`config.mk`:
```
export PLATFORM = sky130hd
export DESIGN_NAME = rca_writeback_queue
export DESIGN_NICKNAME = d
export VERILOG_FILES = /design/src/rtl/rca_writeback_queue_pkg.sv /design/src/rtl/rca_wb_fifo.sv /design/src/rtl/rca_writeback_queue.sv
export SDC_FILE = /design/constraint.sdc
export NUM_CORES = 1
export LEC_CHECK = 0
export ABC_AREA = 1
export CORE_AREA = 5 5 147 149
export DETAILED_ROUTE_END_ITERATION = 8
export DIE_AREA = 0 0 152 154
export GPL_TIMING_DRIVEN = 0
export PLACE_DENSITY_LB_ADDON = 0.12
export SKIP_CTS_REPAIR_TIMING = 1
export SYNTH_ARGS = -nofsm -noshare
export SYNTH_HDL_FRONTEND = slang
export SYNTH_HIERARCHICAL = 1
export SYNTH_SLANG_ARGS = --single-unit
```
`constraint.sdc`:
```
create_clock -name clk -period 7.5 [get_ports clk]
set_input_delay 1.125 -clock clk [delete_from_list [all_inputs] [get_ports clk]]
set_output_delay 1.125 -clock clk [all_outputs]
set_load 0.01 [all_outputs]
```
`src/rtl/rca_writeback_queue_pkg.sv`:
```
// ============================================================================
// Module : taiga_config / taiga_types (packages)
// Brief  : Shared configuration and types for the RCA writeback queue.
// Rev    : 1.0  initial release
// ============================================================================
`default_nettype none

package taiga_config;
    localparam int NUM_WRITE_PORTS = 2;
endpackage

package taiga_types;
    import taiga_config::*;

    typedef logic [3:0] id_t;

    // Data is kept packed so one entry maps onto a single LUTRAM word.
    typedef struct packed {
        id_t                                id;
        logic [NUM_WRITE_PORTS-1:0][31:0]   data;
    } rca_wb_entry_t;
endpackage

`default_nettype wire

```
`src/rtl/rca_wb_fifo.sv`:
```
// ============================================================================
// Module : rca_wb_fifo
// Brief  : DEPTH-entry LUTRAM FIFO of RCA results; storage is never reset.
// Rev    : 1.0  initial release
// ============================================================================
`default_nettype none

module rca_wb_fifo
    import taiga_types::*;
#(
    parameter int DEPTH = 4
) (
    input  logic                        clk,
    input  logic                        rst,
    input  logic                        push,
    input  logic                        pop,
    input  rca_wb_entry_t               push_data,
    output rca_wb_entry_t               pop_data,
    output logic                        full,
    output logic                        empty,
    output logic [$clog2(DEPTH):0]      count
);
    localparam int c_PTR_W = $clog2(DEPTH);
    localparam logic [c_PTR_W:0] c_FULL_CNT = DEPTH[c_PTR_W:0];

    rca_wb_entry_t          r_mem [DEPTH];
    logic [c_PTR_W-1:0]     r_head;
    logic [c_PTR_W-1:0]     r_tail;
    logic [c_PTR_W:0]       r_count;

    always_ff @(posedge clk) begin
        if (push) begin
            r_mem[r_tail] <= push_data;
        end
    end

    always_ff @(posedge clk or posedge rst) begin
        if (rst) begin
            r_head  <= '0;
            r_tail  <= '0;
            r_count <= '0;
        end else begin
            if (push) r_tail <= r_tail + 1'b1;
            if (pop)  r_head <= r_head + 1'b1;
            case ({push, pop})
                2'b10:   r_count <= r_count + 1'b1;
                2'b01:   r_count <= r_count - 1'b1;
                default: r_count <= r_count;
            endcase
        end
    end

    assign pop_data = r_mem[r_head];
    assign full     = (r_count == c_FULL_CNT);
    assign empty    = (r_count == '0);
    assign count    = r_count;

    a_no_pop_empty: assert property (@(posedge clk) disable iff (rst) !(pop && empty));

endmodule

`default_nettype wire

```
`src/rtl/rca_writeback_queue.sv`:
```
// ============================================================================
// Module : rca_writeback_queue
// Brief  : Queues RCA results and retires them into the register file with
//          per-port rd filtering and lowest-port priority on duplicate rds.
// Rev    : 1.0  initial release
// ============================================================================
`default_nettype none

module rca_writeback_queue
    import taiga_config::*;
    import taiga_types::*;
#(
    parameter int DEPTH = 4
) (
    input  logic                                clk,
    input  logic                                rst,
    input  logic                                rca_done,
    input  id_t                                 rca_done_id,
    input  logic [NUM_WRITE_PORTS-1:0][31:0]    rca_done_data,
    output logic                                rca_ack,
    input  logic                                wb_grant,
    output id_t                                 rca_id_retiring,
    output logic                                rca_retired,
    input  logic [NUM_WRITE_PORTS-1:0][4:0]     rca_retired_rd_addrs,
    input  id_t  [NUM_WRITE_PORTS-1:0]          rca_id_for_rds,
    output logic [NUM_WRITE_PORTS-1:0]          rf_we,
    output logic [NUM_WRITE_PORTS-1:0][4:0]     rf_waddr,
    output logic [NUM_WRITE_PORTS-1:0][31:0]    rf_wdata,
    output logic [$clog2(DEPTH):0]              occupancy
);
    logic                           w_full;
    logic                           w_empty;
    rca_wb_entry_t                  w_push_entry;
    rca_wb_entry_t                  w_head;
    logic [NUM_WRITE_PORTS-1:0]     w_elig;

    // Gating on rst keeps a result held during reset from being acknowledged.
    assign rca_ack     = rca_done & ~w_full & ~rst;
    assign rca_retired = ~w_empty & wb_grant;

    assign w_push_entry.id   = rca_done_id;
    assign w_push_entry.data = rca_done_data;

    rca_wb_fifo #(
        .DEPTH (DEPTH)
    ) u_fifo (
        .clk       (clk),
        .rst       (rst),
        .push      (rca_ack),
        .pop       (rca_retired),
        .push_data (w_push_entry),
        .pop_data  (w_head),
        .full      (w_full),
        .empty     (w_empty),
        .count     (occupancy)
    );

    assign rca_id_retiring = w_empty ? '0 : w_head.id;

    // A port writes only if rd is non-zero and this ID is still its latest writer.
    for (genvar i = 0; i < NUM_WRITE_PORTS; i++) begin : g_port
        assign rf_waddr[i] = rca_retired_rd_addrs[i];
        assign rf_wdata[i] = w_head.data[i];
        assign w_elig[i]   = rca_retired & (rca_retired_rd_addrs[i] != 5'd0)
                           & (rca_id_for_rds[i] == rca_id_retiring);
    end

    always_comb begin
        rf_we = w_elig;
        for (int i = 1; i < NUM_WRITE_PORTS; i++) begin
            for (int j = 0; j < i; j++) begin
                if (w_elig[j] && (rca_retired_rd_addrs[j] == rca_retired_rd_addrs[i])) begin
                    rf_we[i] = 1'b0;
                end
            end
        end
    end

    a_no_ack_full: assert property (@(posedge clk) disable iff (rst) !(rca_ack && w_full));

endmodule

`default_nettype wire

```
==> flow_metrics.tcl, run 1 <==
set metrics [dict create \
    numCtsBuffers 28 \
    firstDrtPassIters 5 \
    start_kind "flip-flop" \
    cts-root-buf "clkbuf_16" \
    synthMuxAreaShare_pct 0 \
    post-route-period-util_pct 54.61 \
    synth_xor_area_share_pct 0.7620 \
    clock_latency_ns 0.53 \
    whs_path_depth 1 \
    die_area_um2 23410 \
    grt_usage_pct 20.97 \
    synth_cell_type_count 24 \
    final_nets 1221 \
    holdWs_ns 0.5452 \
    ys_ff_latch 279 \
    ios 175 \
    rr_startpoint "u_fifo/count[2]$_DFFE_PP0P_" \
    r2r-end "u_fifo/r_mem[3][24]$_DFFE_PP_" \
    final-setup-viol-count 0 \
    reg2reg_depth 7 \
    port-buffer-count 174 \
    p_switching_w 0.001789 \
    clockBufferDepth 3 \
    slew-limit-headroom_pct 59.00 \
    total_power_w 0.005296 \
    fp.dieW_um 152 \
    drv_slew 0 \
    post_drt_via_cell_ratio 5.196 \
    holdCritPathClass "flip-flop to flip-flop" \
    cp_data_required_time_ns 6.38 \
    p_leak_nw 5.637 \
    ant_nets 0 \
    criticalPathCategory "flip-flop to output pin" \
    pwr-share-clk_pct 22.7 \
    grt-ovfl-total 0 \
    grt_max_degree 43 \
    pwr-share-seq_pct 36.7 \
    postSynthCellCount 917 \
    ys_seq_area_share_pct 72.59 \
    grt_pass1_vias 7440 \
    synth_warnings 6 \
    antenna_found_initial 0 \
    path_max_fanout 10 \
    internal_power_w 0.003507 \
    syn-num-nets 1013 \
    tns_ns 0 \
    via_count 7342 \
    reg2reg_slack_ns 5.16 \
    crit_family "buffers and inverters" \
    cp_cell_sequence "buf_2, buf_2, nand2_1, o211ai_1, nand2_1, inv_1, nand2_1, nand2_1, nand2_1, nor2_1, nand3_1, a21oi_1, clkdlybuf4s50_1" \
    initial_utilization_pct 57.36 \
    cp_num_buf_inv 4 \
    status "finished clean" \
    synth_area_um2 11490 \
    fp.dieH_um 154 \
    finClkSkew_ns 0.01085 \
    cts_tree "built" \
    routabilityCongestion 0.7538 \
    crit_path_frequent_cell "nand2_1" \
    synth_area_leaders "edfxtp_1 (71%), o211ai_1 (8.9%), nand2_1 (7.7%)" \
    cts.sinks 279 \
    dpl.hpwl_mm 16.18 \
    max_stage_delay_ns 0.56 \
    synth-simple-area-share_pct 8.807 \
    power_density_nw_per_um2 366.2 \
    worst_hold_path.endpoint "u_fifo/r_tail[0]$_DFFE_PP0P_" \
    max_freq_ghz 0.2441 \
    synth_area_leader_cell "edfxtp_1" \
    synthToLayoutAreaGrowth_pct 25.84 \
    syn_avg_cell_area_um2 12.53 \
    coreArea_um2 20040 \
    netlist.area_leader.share_pct 71.06 \
    path_clk_slew_ns 0.06 \
    synthAdderAreaFrac_pct 0.7185 \
    h-tree-depth 1 \
    rsz0062_at_grt "no" \
    drc_errors 0 \
    p_sw_share_pct 33.78 \
    drt-initial-drc-count 433 \
    worst_pin_slew_ns 0.6150 \
    grt_pass1_wl_mm 39.37 \
    crit_arrival_ns 2.97 \
    finalCriticalPeriod_ns 4.096 \
    fp-row-count 52 \
    cpMaxStageDelayCell "clkdlybuf4s50_1" \
    synth_compound_area_share_pct 9.057 \
    drive_above_1_share_pct 8.501 \
    holdCritStartpoint "u_fifo/r_tail[0]$_DFFE_PP0P_" \
    post_drt_wl_per_cell_um 17.64 \
    end_kind "output pin" \
    ir_worst_vdd_mv 0.2659 \
    synth_top_family_by_area "compound AO/OA/AOI/OAI gates" \
    drt_wl_total_mm 24.92 \
    cap_violations 0 \
    combPwrFrac_pct 40.5 \
    hold_violations 0 \
]
kinds of logic after synthesis:
family,Yosys count
DFF,279
and+or+nand+nor,262
buffers and inverters,220
AOI/OAI and AO/OA,140
xor gates and xnor gates,10
adders and majority gates,6
power groups by stage:
stage	clock (W)	sequential [W]	combinational (W)
after floorplan	0	0.00198	0.00111
after global placement	0	0.00199	0.00211
after detailed placement	0	0.00198	0.00216
after CTS	0.00124	0.00194	0.00218
after global routing	0.00130	0.00196	0.00234
final	0.00120	0.00195	0.00215
placed cells by master (no fill, tap or decap), drive strengths merged, types with 3 or more instances in the layout:
master	n
xnor2	6
nor2	13
ha	5
clkdlybuf4s50	174
nand2	237
clkbuf	42
xor2	4
o21ai	3
inv	164
edfxtp	272
o211ai	136
dfrtp	7
nand3	7
clkinv	9
buf	54
through the flow:
| step | instances | setup WS, ns | util (%) | cell area [um^2] |
|---|---|---|---|---|
| finish | 1413 | 3.404 | 72.18 | 14460 |
| global route | 1411 | 3.123 | 72.15 | 14460 |
| CTS | 1411 | 3.373 | 72.15 | 14460 |
| detailed placement | 1365 | 3.642 | 68.22 | 13670 |
| global placement | 1361 | 2.504 | 67.73 | 13570 |
| floorplan | 917 | 3.898 | - | 11490 |
sequential cells by signal, indices dropped and copies added, names as in the netlist:
name,count
u_fifo/r_mem,272
u_fifo/r_tail,2
u_fifo/r_head,2
u_fifo/count,3
cell usage after synthesis:
| library cell | n |
|---|---|
| buf_4 | 13 |
| inv_1 | 161 |
| nand2_2 | 2 |
| nand3b_1 | 1 |
| buf_6 | 1 |
| nand3_1 | 7 |
| nor2_1 | 12 |
| nor3_1 | 2 |
| nor3b_1 | 1 |
| nor2_2 | 1 |
| o211ai_1 | 136 |
| nand2_1 | 235 |
| edfxtp_1 | 272 |
| ha_1 | 5 |
| o21ai_0 | 3 |
| buf_2 | 36 |
| clkbuf_1 | 6 |
| dfrtp_1 | 7 |
| xor2_1 | 4 |
| nand4_1 | 1 |
| a21oi_1 | 1 |
| xnor2_1 | 6 |
| fa_1 | 1 |
| inv_2 | 3 |
final cells by class:
cell class | instances | area (um^2)
clock buffers | 36 | 730.7
flip-flops and latches | 279 | 8343
inverters | 164 | 625.6
repair buffers | 178 | 1829
well taps | 270 | 337.8
multi-input cells | 418 | 2223
fillers | 1438 | 5575
diodes | 2 | 5.005
clock inverters | 10 | 57.56
plain buffers | 56 | 311.5
worst max-delay path by stage:
stage	from	endpoint	slack, ns	cells after the start
5_1_grt	u_fifo/r_head[0]$_DFFE_PP0P_	rf_we[1]	3.12	13
6_report	u_fifo/r_head[0]$_DFFE_PP0P_	rf_we[1]	3.40	13
3_5_place_dp	wb_grant	rf_we[1]	3.64	8
3_3_place_gp	rca_done	u_fifo/r_mem[1][26]$_DFFE_PP_	2.50	5
4_1_cts	u_fifo/r_head[0]$_DFFE_PP0P_	rf_we[1]	3.37	13
2_1_floorplan	rst	u_fifo/r_mem[0][0]$_DFFE_PP_	3.90	4
metal layers:
metal / routed length, um / track usage (%) / up-vias
met5: 0 / 0 / -
met4: 369 / 4.795 / 0
met3: 1634 / 3.710 / 31
met2: 12810 / 36.92 / 219
met1: 10110 / 27.52 / 3534
li1: - / - / 3558
worst register-to-register path: cells and delay by family, from the launching register on:
kind | cells | cell delay, ns
buf+inv | 4 | 1.14
simple gates | 3 | 0.44
flops | 1 | 0.41
Note: power is estimated with default switching activity, not from simulation.
==> run 2, diff against run 1 <==
--- a/config.mk
+++ b/config.mk
@@ -6,9 +6,9 @@
 export NUM_CORES = 1
 export LEC_CHECK = 0
 export ABC_AREA = 1
-export CORE_AREA = 5 5 147 149
+export CORE_AREA = 5 5 152 154
 export DETAILED_ROUTE_END_ITERATION = 8
-export DIE_AREA = 0 0 152 154
+export DIE_AREA = 0 0 157 159
 export GPL_TIMING_DRIVEN = 0
 export PLACE_DENSITY_LB_ADDON = 0.12
 export SKIP_CTS_REPAIR_TIMING = 1
==> constraint.sdc (replaced) <==
create_clock -name clk -period 4 [get_ports clk]
set_input_delay 0.6 -clock clk [delete_from_list [all_inputs] [get_ports clk]]
set_output_delay 0.6 -clock clk [all_outputs]
set_load 0.01 [all_outputs]
==> run 2 against run 1 <==
  * First-iteration DRC count is 5.3% lower
  * Critical path depth decreased by 2
  * Sequential share of layout area is 0.55 points lower
  * Cell area grew 0.96%
  * Clock skew shrank 0.0021 ns
  * Utilization decreased by 4.4 points
  * Power is 94% higher
  * Sequential power is 87% higher
  * Sequential cell count is the same
  * Via count about the same
  * Largest power group unchanged
==> flow_metrics.tcl, run 2 (synthesized netlist as in run 1, its figures left out) <==
set metrics [dict create \
    crit_arrival_ns 3.00 \
    cts.sinks 279 \
    p_leak_nw 5.706 \
    port-buffer-count 174 \
    worst_pin_slew_ns 0.6205 \
    power_density_nw_per_um2 702.4 \
    rr_startpoint "u_fifo/count[2]$_DFFE_PP0P_" \
    via_count 7345 \
    end_kind "output pin" \
    r2r-end "u_fifo/r_mem[3][29]$_DFFE_PP_" \
    pre_cts_slack_ns 0.9517 \
    ios 175 \
    critPathLaunch "u_fifo/r_head[1]$_DFFE_PP0P_" \
    die_area_um2 24960 \
    pwr-share-clk_pct 25.0 \
    reg2reg_depth 7 \
    largest_reg_flops 272 \
    synthToLayoutAreaGrowth_pct 27.05 \
    path_max_fanout 10 \
    fp-row-count 54 \
    cp_num_buf_inv 3 \
    dr.max_layer_used "met5" \
    cp_data_required_time_ns 3.40 \
    holdCritPathClass "input port to asynchronous set/reset pin" \
    clock_latency_ns 0.53 \
    cts_tree "built" \
    finish.instance_area_um2 14600 \
    post-route-util_pct 67.75 \
    setup_ws_ns 0.4046 \
    grt_pass1_vias 7423 \
    wl_met2_mm 12.72 \
    grt_pass1_wl_mm 39.89 \
    numCtsBuffers 29 \
    start_kind "flip-flop" \
    h-tree-depth 1 \
    firstDrtPassIters 5 \
    layout_common_cells "edfxtp_1 (272), nand2_1 (235), clkdlybuf4s50_1 (174), inv_1 (157), o211ai_1 (136)" \
    pwr-share-seq_pct 35.6 \
    placed_cell_area_um2 13690 \
    total_power_w 0.01026 \
    drive_above_1_share_pct 9.154 \
    max_freq_ghz 0.2781 \
    final_nets 1222 \
    largest_register "u_fifo/r_mem" \
    drt-initial-drc-count 410 \
    status "finished clean" \
    p_switching_w 0.003431 \
    grt-ovfl-total 0 \
    combPwrFrac_pct 39.4 \
    final_cells 1427 \
    cts-root-buf "clkbuf_16" \
    ir_worst_vdd_mv 0.4461 \
    fp.dieW_um 157 \
    crit_family "buffers and inverters" \
    grt_max_degree 49 \
    post_drt_wl_per_cell_um 17.97 \
    wl_met3_mm 1.919 \
    finClkSkew_ns 0.008734 \
    p_sw_share_pct 33.46 \
    antenna_cells 0 \
    internal_power_w 0.006825 \
    finalCriticalPeriod_ns 3.595 \
    path_clk_slew_ns 0.06 \
    initial_utilization_pct 53.33 \
    cap_violations 0 \
    hold_violations 0 \
    post-route-period-util_pct 89.89 \
    crit_path_frequent_cell "nand2_1" \
    drv_slew 0 \
    dpl.hpwl_mm 16.33 \
    final_common_cell "edfxtp_1" \
    clockBufferDepth 3 \
    grt_usage_pct 20.34 \
    final-setup-viol-count 0 \
    routabilityCongestion 0.7387 \
    ant_nets 0 \
    drc_errors 0 \
    criticalPathCategory "flip-flop to output pin" \
    rsz0062_at_grt "no" \
    drt_wl_total_mm 25.64 \
    coreArea_um2 21550 \
    slew-limit-headroom_pct 58.63 \
    n_fill_cell 1579 \
    max_stage_delay_ns 0.57 \
    antenna_found_initial 2 \
    drt-met1-wl_mm 10.62 \
    dp.cells 1375 \
    reg2reg_slack_ns 1.63 \
    fp.dieH_um 159 \
    cpMaxStageDelayCell "clkdlybuf4s50_1" \
    post_drt_via_cell_ratio 5.147 \
    cp_cell_sequence "buf_2, clkbuf_1, o211ai_1, nand2_1, nand2_1, nand2_1, o21ai_0, nor2_1, nand3_1, a21oi_1, clkdlybuf4s50_1" \
]
[run 2: changes by cell type in the layout (fill, tap and decap cells not counted), sizes merged]
cell	delta
inv	+2
clkinv	+1
diode	-2
bufinv	+3
[run 2: final cells by class]
class | instances | area [um^2] | area share (%)
Sequential cell | 279 | 8343 | 57.13
Multi-Input combinational cell | 418 | 2223 | 15.23
Timing Repair Buffer | 178 | 1837 | 12.58
Clock buffer | 36 | 752.0 | 5.149
Inverter | 164 | 625.6 | 4.284
Tap cell | 280 | 350.3 | 2.399
Buffer | 56 | 311.5 | 2.133
Clock inverter | 16 | 160.2 | 1.097
[run 2: worst max-delay path by stage]
| stage | endpoint | slack [ns] | cells after the start |
|---|---|---|---|
| final | rf_we[1] | 0.40 | 11 |
| after global routing | rf_we[1] | 0.21 | 11 |
| after CTS | rf_we[1] | 0.37 | 11 |
| after detailed placement | rf_we[1] | 0.95 | 11 |
| after global placement | u_fifo/r_mem[1][27]$_DFFE_PP_ | -0.46 | 5 |
| after floorplan | u_fifo/r_mem[0][0]$_DFFE_PP_ | 0.92 | 4 |
[run 2: through the flow]
stage	hold slack [ns]	setup TNS [ns]
after global placement	0.5138	-118.52
after floorplan	0.4034	0
after CTS	0.3406	0
after detailed placement	0.5225	0
final	0.3360	0
after global routing	0.3585	0
[run 2: metal layers]
metal,track usage [%],vias up
met2,33.57,232
met5,0,-
met4,5.128,4
met1,28.19,3514
li1,-,3557
met3,3.724,38
[run 2: power groups by stage]
| stage | clock (W) | combinational, W | sequential [W] |
|---|---|---|---|
| 4_1_cts | 0.00262 | 0.00411 | 0.00365 |
| 5_1_grt | 0.00274 | 0.00442 | 0.00367 |
| 2_1_floorplan | 0 | 0.00209 | 0.00371 |
| 6_report | 0.00256 | 0.00405 | 0.00365 |
| 3_5_place_dp | 0 | 0.00407 | 0.00371 |
| 3_3_place_gp | 0 | 0.00398 | 0.00373 |
